### config.mk
export PLATFORM = sky130hd
export DESIGN_NAME = digit_render
export DESIGN_NICKNAME = d
export VERILOG_FILES = /design/src/rtl/digit_render.sv
export SDC_FILE = /design/constraint.sdc
export NUM_CORES = 1
export LEC_CHECK = 0
export ABC_CLOCK_PERIOD_IN_PS = 3350
export CAP_MARGIN = 20
export CORE_MARGIN = 5
export CORE_UTILIZATION = 40
export DETAILED_ROUTE_END_ITERATION = 8
export GPL_ROUTABILITY_DRIVEN = 0
export GPL_TIMING_DRIVEN = 0
export SLEW_MARGIN = 20
export SYNTH_ARGS = -nofsm -noshare
export SYNTH_HDL_FRONTEND = slang
export SYNTH_SLANG_ARGS = --single-unit
### constraint.sdc
create_clock -name clk -period 3.35 [get_ports clk]
set_input_delay 0.67 -clock clk [delete_from_list [all_inputs] [get_ports clk]]
set_output_delay 0.67 -clock clk [all_outputs]
set_load 0.005 [all_outputs]
### src/rtl/digit_render.sv
// Two-stage glyph renderer: block coordinates -> character cell -> font bit and palette colour.
// Font and palette images are compiled in and mirror the default font.hex / color.hex contents.
module digit_render #(
  parameter int unsigned NUM_DIGITS   = 4,
  parameter int unsigned FONT_W       = 3,
  parameter int unsigned FONT_H       = 5,
  parameter              FONT_FILE    = "font.hex",
  parameter              PALETTE_FILE = "color.hex",
  parameter int unsigned CYCLE_FRAMES = 8,
  parameter int unsigned BLINK_FRAMES = 30,
  parameter bit          LZ_BLANK     = 1'b1
) (
  input  logic                          clk,
  input  logic                          reset_n,
  input  logic                          pix_valid,
  input  logic [5:0]                    x_block,
  input  logic [5:0]                    y_block,
  input  logic [4*NUM_DIGITS-1:0]       digits,
  input  logic [NUM_DIGITS-1:0]         blink_mask,
  input  logic                          cycle_en,
  input  logic                          frame_start,
  output logic                          out_valid,
  output logic                          pixel_on,
  output logic [5:0]                    color,
  output logic [((NUM_DIGITS > 1) ? $clog2(NUM_DIGITS) : 1)-1:0] digit_sel
);

  localparam int unsigned CELL_W     = FONT_W + 1;
  localparam int unsigned SEL_W      = (NUM_DIGITS > 1) ? $clog2(NUM_DIGITS) : 1;
  localparam int unsigned GLYPH_BITS = FONT_W * FONT_H;
  localparam int unsigned IDX_W      = $clog2(GLYPH_BITS);
  localparam int unsigned CC_W       = (CYCLE_FRAMES > 1) ? $clog2(CYCLE_FRAMES) : 1;
  localparam int unsigned BC_W       = (BLINK_FRAMES > 1) ? $clog2(BLINK_FRAMES) : 1;

  if (NUM_DIGITS * CELL_W > 64) begin : g_err_cells
    $error("digit_render: NUM_DIGITS*(FONT_W+1) exceeds the 64-block row");
  end
  if (FONT_W != 3 || FONT_H != 5) begin : g_err_font
    $error("digit_render: compiled-in font is 3x5 only");
  end
  if (FONT_FILE != "font.hex" || PALETTE_FILE != "color.hex") begin : g_err_file
    $error("digit_render: only the default compiled-in font/palette images are available");
  end
  if (CYCLE_FRAMES < 1 || BLINK_FRAMES < 1) begin : g_err_frames
    $error("digit_render: CYCLE_FRAMES and BLINK_FRAMES must be at least 1");
  end

  // Glyph rows packed row 0 first (MSBs), each row MSB = leftmost column.
  function automatic logic [GLYPH_BITS-1:0] glyph_rows(input logic [3:0] g);
    case (g)
      4'd0:    glyph_rows = 15'b111_101_101_101_111;
      4'd1:    glyph_rows = 15'b010_110_010_010_111;
      4'd2:    glyph_rows = 15'b111_001_111_100_111;
      4'd3:    glyph_rows = 15'b111_001_111_001_111;
      4'd4:    glyph_rows = 15'b101_101_111_001_001;
      4'd5:    glyph_rows = 15'b111_100_111_001_111;
      4'd6:    glyph_rows = 15'b111_100_111_101_111;
      4'd7:    glyph_rows = 15'b111_001_001_001_001;
      4'd8:    glyph_rows = 15'b111_101_111_101_111;
      4'd9:    glyph_rows = 15'b111_101_111_001_111;
      4'd10:   glyph_rows = 15'b000_010_000_010_000;
      4'd11:   glyph_rows = 15'b000_000_111_000_000;
      4'd12:   glyph_rows = 15'b111_100_100_100_111;
      4'd13:   glyph_rows = 15'b001_001_111_101_111;
      4'd14:   glyph_rows = 15'b111_100_111_100_111;
      default: glyph_rows = 15'b000_000_000_000_000;
    endcase
  endfunction

  function automatic logic [5:0] palette(input logic [2:0] i);
    case (i)
      3'd0:    palette = 6'b110000;
      3'd1:    palette = 6'b111100;
      3'd2:    palette = 6'b001100;
      3'd3:    palette = 6'b001111;
      3'd4:    palette = 6'b000011;
      3'd5:    palette = 6'b110011;
      3'd6:    palette = 6'b111111;
      default: palette = 6'b101010;
    endcase
  endfunction

  logic [CC_W-1:0]  cycle_cnt_q, cycle_cnt_d;
  logic [2:0]       color_phase_q, color_phase_d;
  logic [BC_W-1:0]  blink_cnt_q, blink_cnt_d;
  logic             blink_phase_q, blink_phase_d;

  logic             s1_valid_q, s1_valid_d;
  logic [SEL_W-1:0] s1_sel_q, s1_sel_d;
  logic [5:0]       s1_col_q, s1_col_d;
  logic [5:0]       s1_row_q, s1_row_d;
  logic             s1_in_glyph_q, s1_in_glyph_d;
  logic             s1_blank_q, s1_blank_d;
  logic [3:0]       s1_code_q, s1_code_d;
  logic [2:0]       s1_pal_q, s1_pal_d;

  logic             pixel_on_d;
  logic [5:0]       color_d;
  logic [SEL_W-1:0] digit_sel_d;

  logic [5:0]       k_c, col_c;
  logic             in_range_c, all_zero_c;
  logic [GLYPH_BITS-1:0] glyph_c;
  logic [IDX_W-1:0] bit_idx_c;
  logic             font_bit_c;

  // Frame counters: colour phase steps every CYCLE_FRAMES enabled frames, blink every BLINK_FRAMES.
  always_comb begin
    cycle_cnt_d   = cycle_cnt_q;
    color_phase_d = color_phase_q;
    blink_cnt_d   = blink_cnt_q;
    blink_phase_d = blink_phase_q;
    if (frame_start && cycle_en) begin
      if (cycle_cnt_q == CC_W'(CYCLE_FRAMES - 1)) begin
        cycle_cnt_d   = '0;
        color_phase_d = color_phase_q + 3'd1;
      end else begin
        cycle_cnt_d = cycle_cnt_q + CC_W'(1);
      end
    end
    if (frame_start) begin
      if (blink_cnt_q == BC_W'(BLINK_FRAMES - 1)) begin
        blink_cnt_d   = '0;
        blink_phase_d = ~blink_phase_q;
      end else begin
        blink_cnt_d = blink_cnt_q + BC_W'(1);
      end
    end
  end

  // Stage 1: cell decode, blanking and glyph code; holds when no pixel is presented.
  always_comb begin
    k_c           = x_block / 6'(CELL_W);
    col_c         = x_block % 6'(CELL_W);
    in_range_c    = 32'(k_c) < NUM_DIGITS;
    all_zero_c    = 1'b1;
    s1_valid_d    = pix_valid;
    s1_sel_d      = s1_sel_q;
    s1_col_d      = s1_col_q;
    s1_row_d      = s1_row_q;
    s1_in_glyph_d = s1_in_glyph_q;
    s1_blank_d    = s1_blank_q;
    s1_code_d     = s1_code_q;
    s1_pal_d      = s1_pal_q;
    if (pix_valid) begin
      s1_sel_d      = in_range_c ? SEL_W'(k_c) : SEL_W'(NUM_DIGITS - 1);
      s1_col_d      = col_c;
      s1_row_d      = y_block;
      s1_in_glyph_d = in_range_c && (32'(col_c) < FONT_W) && (32'(y_block) < FONT_H);
      s1_pal_d      = 3'(k_c) + color_phase_q;
      for (int unsigned j = 0; j < NUM_DIGITS; j++) begin
        all_zero_c = all_zero_c & (digits[4*j +: 4] == 4'd0);
        if (SEL_W'(j) == s1_sel_d) begin
          s1_code_d  = digits[4*j +: 4];
          s1_blank_d = (blink_phase_q & blink_mask[j]) |
                       (LZ_BLANK & all_zero_c & (j < NUM_DIGITS - 1));
        end
      end
    end
  end

  // Stage 2: font bit, palette colour and saturated cell index.
  always_comb begin
    glyph_c     = glyph_rows(s1_code_q);
    bit_idx_c   = IDX_W'(GLYPH_BITS - 1 - (32'(s1_row_q) * FONT_W + 32'(s1_col_q)));
    font_bit_c  = s1_in_glyph_q ? glyph_c[bit_idx_c] : 1'b0;
    pixel_on_d  = pixel_on;
    color_d     = color;
    digit_sel_d = digit_sel;
    if (s1_valid_q) begin
      pixel_on_d  = s1_in_glyph_q & ~s1_blank_q & font_bit_c;
      color_d     = palette(s1_pal_q);
      digit_sel_d = s1_sel_q;
    end
  end

  always_ff @(posedge clk or negedge reset_n) begin
    if (!reset_n) begin
      cycle_cnt_q   <= '0;
      color_phase_q <= '0;
      blink_cnt_q   <= '0;
      blink_phase_q <= 1'b0;
      s1_valid_q    <= 1'b0;
      s1_sel_q      <= '0;
      s1_col_q      <= '0;
      s1_row_q      <= '0;
      s1_in_glyph_q <= 1'b0;
      s1_blank_q    <= 1'b0;
      s1_code_q     <= '0;
      s1_pal_q      <= '0;
      out_valid     <= 1'b0;
      pixel_on      <= 1'b0;
      color         <= '0;
      digit_sel     <= '0;
    end else begin
      cycle_cnt_q   <= cycle_cnt_d;
      color_phase_q <= color_phase_d;
      blink_cnt_q   <= blink_cnt_d;
      blink_phase_q <= blink_phase_d;
      s1_valid_q    <= s1_valid_d;
      s1_sel_q      <= s1_sel_d;
      s1_col_q      <= s1_col_d;
      s1_row_q      <= s1_row_d;
      s1_in_glyph_q <= s1_in_glyph_d;
      s1_blank_q    <= s1_blank_d;
      s1_code_q     <= s1_code_d;
      s1_pal_q      <= s1_pal_d;
      out_valid     <= s1_valid_q;
      pixel_on      <= pixel_on_d;
      color         <= color_d;
      digit_sel     <= digit_sel_d;
    end
  end

endmodule

Yosys cells after proc, flatten, opt, wreduce, memory -nomap -nowiden

Memory sizes are Yosys's and may differ from the RTL's.
Index checks and enable logic that the tools add are counted.

Multiply operators: 1
Reductions and logical operators: 12
Order comparisons: 4
Bitwise logic cells: 13
$add $sub $neg: 6
Muxes and demuxes: 15
Equal/unequal tests: 11

Operators with widths:

| operator                                                              | count |
|---|---|
| 6-bit one-hot mux with 7 select lines                                 | 1 |
| 4-bit 2-to-1 mux                                                      | 4 |
| 3-bit == test (second input constant)                                 | 4 |
| 4-bit zero test                                                       | 3 |
| 1-bit bitwise AND                                                     | 8 |
| 3-bit by 1-bit adder with 3-bit output (second input constant)        | 2 |
| 3-bit by 2-bit == test with 1-bit output (second input constant)      | 2 |
| 6-bit by 3-bit < comparator with 1-bit output (second input constant) | 1 |
| 6-bit by 2-bit multiplier with 4-bit output (second input constant)   | 1 |
| 1-bit 2-to-1 mux                                                      | 6 |
| 2-bit AND reduction                                                   | 3 |
| 5-bit by 1-bit adder with 5-bit output (second input constant)        | 1 |
| 5-bit == test (second input constant)                                 | 1 |
| 4-bit by 5-bit < comparator with 1-bit output (second input constant) | 1 |
| 5-bit 2-to-1 mux                                                      | 1 |
| 4-bit by 2-bit adder with 4-bit output                                | 1 |
| 1-bit binary-select mux with 4-bit select                             | 1 |
| 2-bit == test (first input constant)                                  | 2 |
| 4-bit by 3-bit < comparator with 1-bit output (second input constant) | 1 |
| 4-bit nonzero test                                                    | 1 |
| 4-bit subtractor (first input constant)                               | 1 |
| 3-bit adder                                                           | 1 |
| 3-bit by 1-bit == test with 1-bit output (second input constant)      | 1 |
| 1-bit logical AND                                                     | 3 |
| 8 further kinds                                                       | 11 |

Output and inout bits: 10
Memories kept: 1
Flip-flop bits (word level): 42
Memory bits (read-only): 240

Memory list:

| memory          | words | bits a word | rd ports | clocked after memory_dff | wr ports | RTL line | text |
|---|---|---|---|---|---|---|---|
| (no name shown) | 16    | 15          | 1        | 0                        | 0        | 50       | `case (g)` |

Depth between registers and ports, before layout

Depth after elaboration: 7
Mapped depth: 10
Depth with buffers taken out: 9

Worst setup path after synthesis

No wires, ideal clock.

Kind: reg2reg
From: register s1_row_q[0]
To: register pixel_on
Path buffers: 0
Arrival: 2.529 ns
Slack: 0.720 ns
Stages on the path, launching flop included: 10
Clock period less this slack: 2.630 ns
Path through: dfrtp_1 > inv_1 > fa_1 > fa_1 > inv_1 > a21oi_1 > a21oi_1 > a2111oi_0 > nor4_1 > o32ai_1

Word-level cells in the longest chain between the ends: 7

Ends and longest elaborated chain:

| element                                     | RTL line | text |
|---|---|---|
| start, declared                             | 91       | `logic [5:0] s1_row_q, s1_row_d;` |
| start signal, assigned                      | 203      | `s1_row_q <= s1_row_d;` |
| 6-bit by 2-bit multiplier with 4-bit output | 165      | `bit_idx_c = IDX_W'(GLYPH_BITS - 1 - (32'(s1_row_q) * FONT_W + 32'(s1_col_q)));` |
| 4-bit by 2-bit adder with 4-bit output      | 165      |  |
| 4-bit subtractor                            | 165      |  |
| 1-bit binary-select mux with 4-bit select   | 166      | `font_bit_c = s1_in_glyph_q ? glyph_c[bit_idx_c] : 1'b0;` |
| 1-bit 2-to-1 mux (not written as such)      | 166      |  |
| 1-bit 2-to-1 mux                            | 166      |  |
| 1-bit bitwise AND                           | 171      | `pixel_on_d = s1_in_glyph_q & ~s1_blank_q & font_bit_c;` |
| end signal, assigned                        | 209      | `pixel_on <= pixel_on_d;` |
| end, declared                               | 23       | `output logic pixel_on,` |

No other way between the ends. The select of a mux whose other input is x is not followed.
A chain may end at the register's enable or synchronous reset.

Worst setup path after layout

Ends and elaborated chain as after synthesis.

==> flow_metrics.env <==
export IMPL_status="completed"
export IMPL_numClockSinks=40
export IMPL_antenna_found_initial=0
export IMPL_yosys_warnings=0
export IMPL_initial_core_util_pct=40.4
export IMPL_port_buffer_count=45
export IMPL_drc=0
export IMPL_clk_pin_slew_ns=0.08
export IMPL_ys_types=48
export IMPL_path_class="flop to flop"
export IMPL_rsz0062_at_grt="false"
export IMPL_slew_headroom_pct=61.8
export IMPL_worst_pin_slew_ns=0.573
export IMPL_avgViaCountPerCell=5.35
export IMPL_cts_htree_levels=2
export IMPL_rows=29
export IMPL_startpoint_type="flop"
export IMPL_clk_insertion_delay_late_ns=0.29
export IMPL_power_density_nw_per_um2=539
export IMPL_avgRoutedWirePerCell_um=14.2
export IMPL_track_usage_pct=15.5
export IMPL_dpl_cell_area_um2=3080
export IMPL_async_flop_share_pct=100
export IMPL_critPathCaptureType="flop"
export IMPL_grt_max_degree=26
export IMPL_die_h_um=89.4
export IMPL_skew_ns=0.00731
export IMPL_avgSynthCellArea_um2=9.41
export IMPL_ys_top_cells_by_area="dfrtp_1 (40%), ha_1 (8.4%), a21oi_1 (5.6%)"
export IMPL_cts_root_buf="clkbuf_8"
export IMPL_leakage_nw=1.32
export IMPL_layout_commonest_cell="clkdlybuf4s50_1"
export IMPL_cts_resized=0
export IMPL_yosysTopAreaCell="dfrtp_1"
export IMPL_hold_viol_final=0
export IMPL_place_ws_ns=0.392
export IMPL_wl_mm=5.64
export IMPL_die_area_um2=7990
export IMPL_syn_num_nets=325
export IMPL_hpwl_mm=4.47
export IMPL_routed_via_count=2131
export IMPL_ys_seq_area_share_pct=39.7
export IMPL_fin_worst_hold_slack_ns=0.291
export IMPL_r2r_end="pixel_on$_DFFE_PN0P_"
export IMPL_core_um2=6240
export IMPL_seqCellArea_um2=1000
export IMPL_drive_gt1_share_pct=9.97
export IMPL_totalPowerFinal_mw=1.71
export IMPL_maxCapViolCount=0
export IMPL_ys_flop_type="dfrtp_1"
export IMPL_syn_area_um2=2520
export IMPL_grt_pass1_wl_mm=9.66
export IMPL_crit_arrival_ns=3.11
export IMPL_dr_pass1_iters=4
export IMPL_fin_crit_ns=2.92
export IMPL_grt_pass1_vias=2158
export IMPL_final_core_util_pct=50.7
export IMPL_placed_cells=391
export IMPL_worstPathRequired_ns=3.54
export IMPL_clockBufferDepth=2
export IMPL_finalMaxSlewViolations=0
export IMPL_antenna_left=0
export IMPL_cts_hold_buf=0
export IMPL_num_antenna_cells=0
export IMPL_final_setup_viol_count=0
export IMPL_synth_top_area_share_pct=39.7
export IMPL_period_share_pct=87.3
export IMPL_mostFrequentLayoutCells="clkdlybuf4s50_1 (44), dfrtp_1 (40), a21oi_1 (28), nor2_1 (20), nand2_1 (20)"
export IMPL_final_cells=398
export IMPL_gr_total_overflow=0
export IMPL_crit_fanout=7
export IMPL_multi_input_area_um2=1390
export IMPL_syn_inst=268
export IMPL_synth_edf_count=0
export IMPL_syn2layout_area_growth_pct=25.5
export IMPL_hold_class="input pin to asynchronous set/reset pin"
export IMPL_post_cts_buffers=0
export IMPL_reg2reg_slack_ns=0.43
export IMPL_clock_fmax_mhz=342
export IMPL_r2r_cells=9
export IMPL_ys_ff_latch=40
export IMPL_fin_nets=378
export IMPL_fin_tns_setup_ns=0
export IMPL_die_x_um=89.4
export IMPL_finalInstanceArea_um2=3170
export IMPL_fin_ws_ns=0.425
export IMPL_fill_cells=597
export IMPL_r2r_start="s1_row_q[0]$_DFFE_PN0P_"
export IMPL_cts_tree="built"
export IMPL_cts_made_buffers=5
export IMPL_drtIter0Drc=73
export IMPL_ios=47
export IMPL_vdd_drop_max_v=0.000374
## flip-flops by register name, indices dropped and copies added, names as in the netlist
name / flops
blink_cnt_q: 5
blink_phase_q: 1
color: 6
color_phase_q: 3
cycle_cnt_q: 3
digit_sel: 2
out_valid: 1
pixel_on: 1
s1_blank_q: 1
s1_code_q: 4
s1_col_q: 2
s1_in_glyph_q: 1
s1_pal_q: 3
s1_row_q: 4
s1_sel_q: 2
s1_valid_q: 1
## per-layer routing
| layer | share of wire [%] | track usage, % | routed length [um] | vias up |
|---|---|---|---|---|
| met5 | 0 | 0 | 0 | - |
| met4 | 1.2 | 4.60 | 67 | 0 |
| met3 | 3.4 | 3.13 | 191 | 6 |
| met2 | 51 | 27.1 | 2900 | 32 |
| met1 | 44 | 19.1 | 2480 | 1021 |
| li1 | - | - | - | 1072 |
## critical path, stage by stage, from the launching register on
cell,delay (ns)
dfrtp_1,0.38
inv_1,0.10
fa_1,0.47
fa_1,0.69
inv_1,0.16
a21oi_1,0.16
a21oi_1,0.07
a2111oi_0,0.39
nor4_1,0.10
o32ai_1,0.29
## report_power, final
group / leakage, nW / internal (mW) / switching (mW)
Sequential: 0.467 / 0.605 / 0.0931
Combinational: 0.816 / 0.367 / 0.336
Clock: 0.0400 / 0.141 / 0.165
## worst max path at each step
| stage | startpoint | end | slack, ns | cells after the start |
|---|---|---|---|---|
| global placement | s1_col_q[0]$_DFFE_PN0P_ | pixel_on$_DFFE_PN0P_ | 0.46 | 10 |
| floorplan | s1_row_q[0]$_DFFE_PN0P_ | pixel_on$_DFFE_PN0P_ | 0.72 | 9 |
| detailed placement | s1_row_q[0]$_DFFE_PN0P_ | pixel_on$_DFFE_PN0P_ | 0.39 | 9 |
| global route | s1_col_q[0]$_DFFE_PN0P_ | pixel_on$_DFFE_PN0P_ | 0.16 | 10 |
| CTS | s1_row_q[0]$_DFFE_PN0P_ | pixel_on$_DFFE_PN0P_ | 0.37 | 9 |
| finish | s1_row_q[0]$_DFFE_PN0P_ | pixel_on$_DFFE_PN0P_ | 0.43 | 9 |
## synthesized netlist by cell type (all sizes together), types with 2 or more instances
cell type  count
a211oi         5
a21o           3
a21oi         28
a31oi          5
and4           2
buf            6
clkbuf         6
dfrtp         40
fa             3
ha            17
inv           19
mux2          13
mux2i          5
nand2         20
nand2b         8
nand3          5
nor2          20
nor3           2
nor4           5
o2111ai        3
o21ai         18
o22ai          9
xnor2         10
## cells by family after synthesis
logic type	count (synthesis)	share of synthesized area (%)
DFF	40	39.7
buffers and inverters	31	5.21
and+or+nand+nor	70	13.6
muxes	18	7.94
AOI/OAI and AO/OA	78	18.9
adders and majority gates	20	10.8
xor gates and xnor gates	11	3.82
## layout make-up
type                            count  share of cell area, %
Buffer                             12                   1.90
Inverter                           19                   2.25
Sequential cell                    40                   31.6
Timing Repair Buffer               46                   14.7
Tap cell                           77                   3.04
Clock buffer                        5                   2.17
Multi-Input combinational cell    197                   43.9
Clock inverter                      2                  0.395
(Power assumes the default switching activity.)
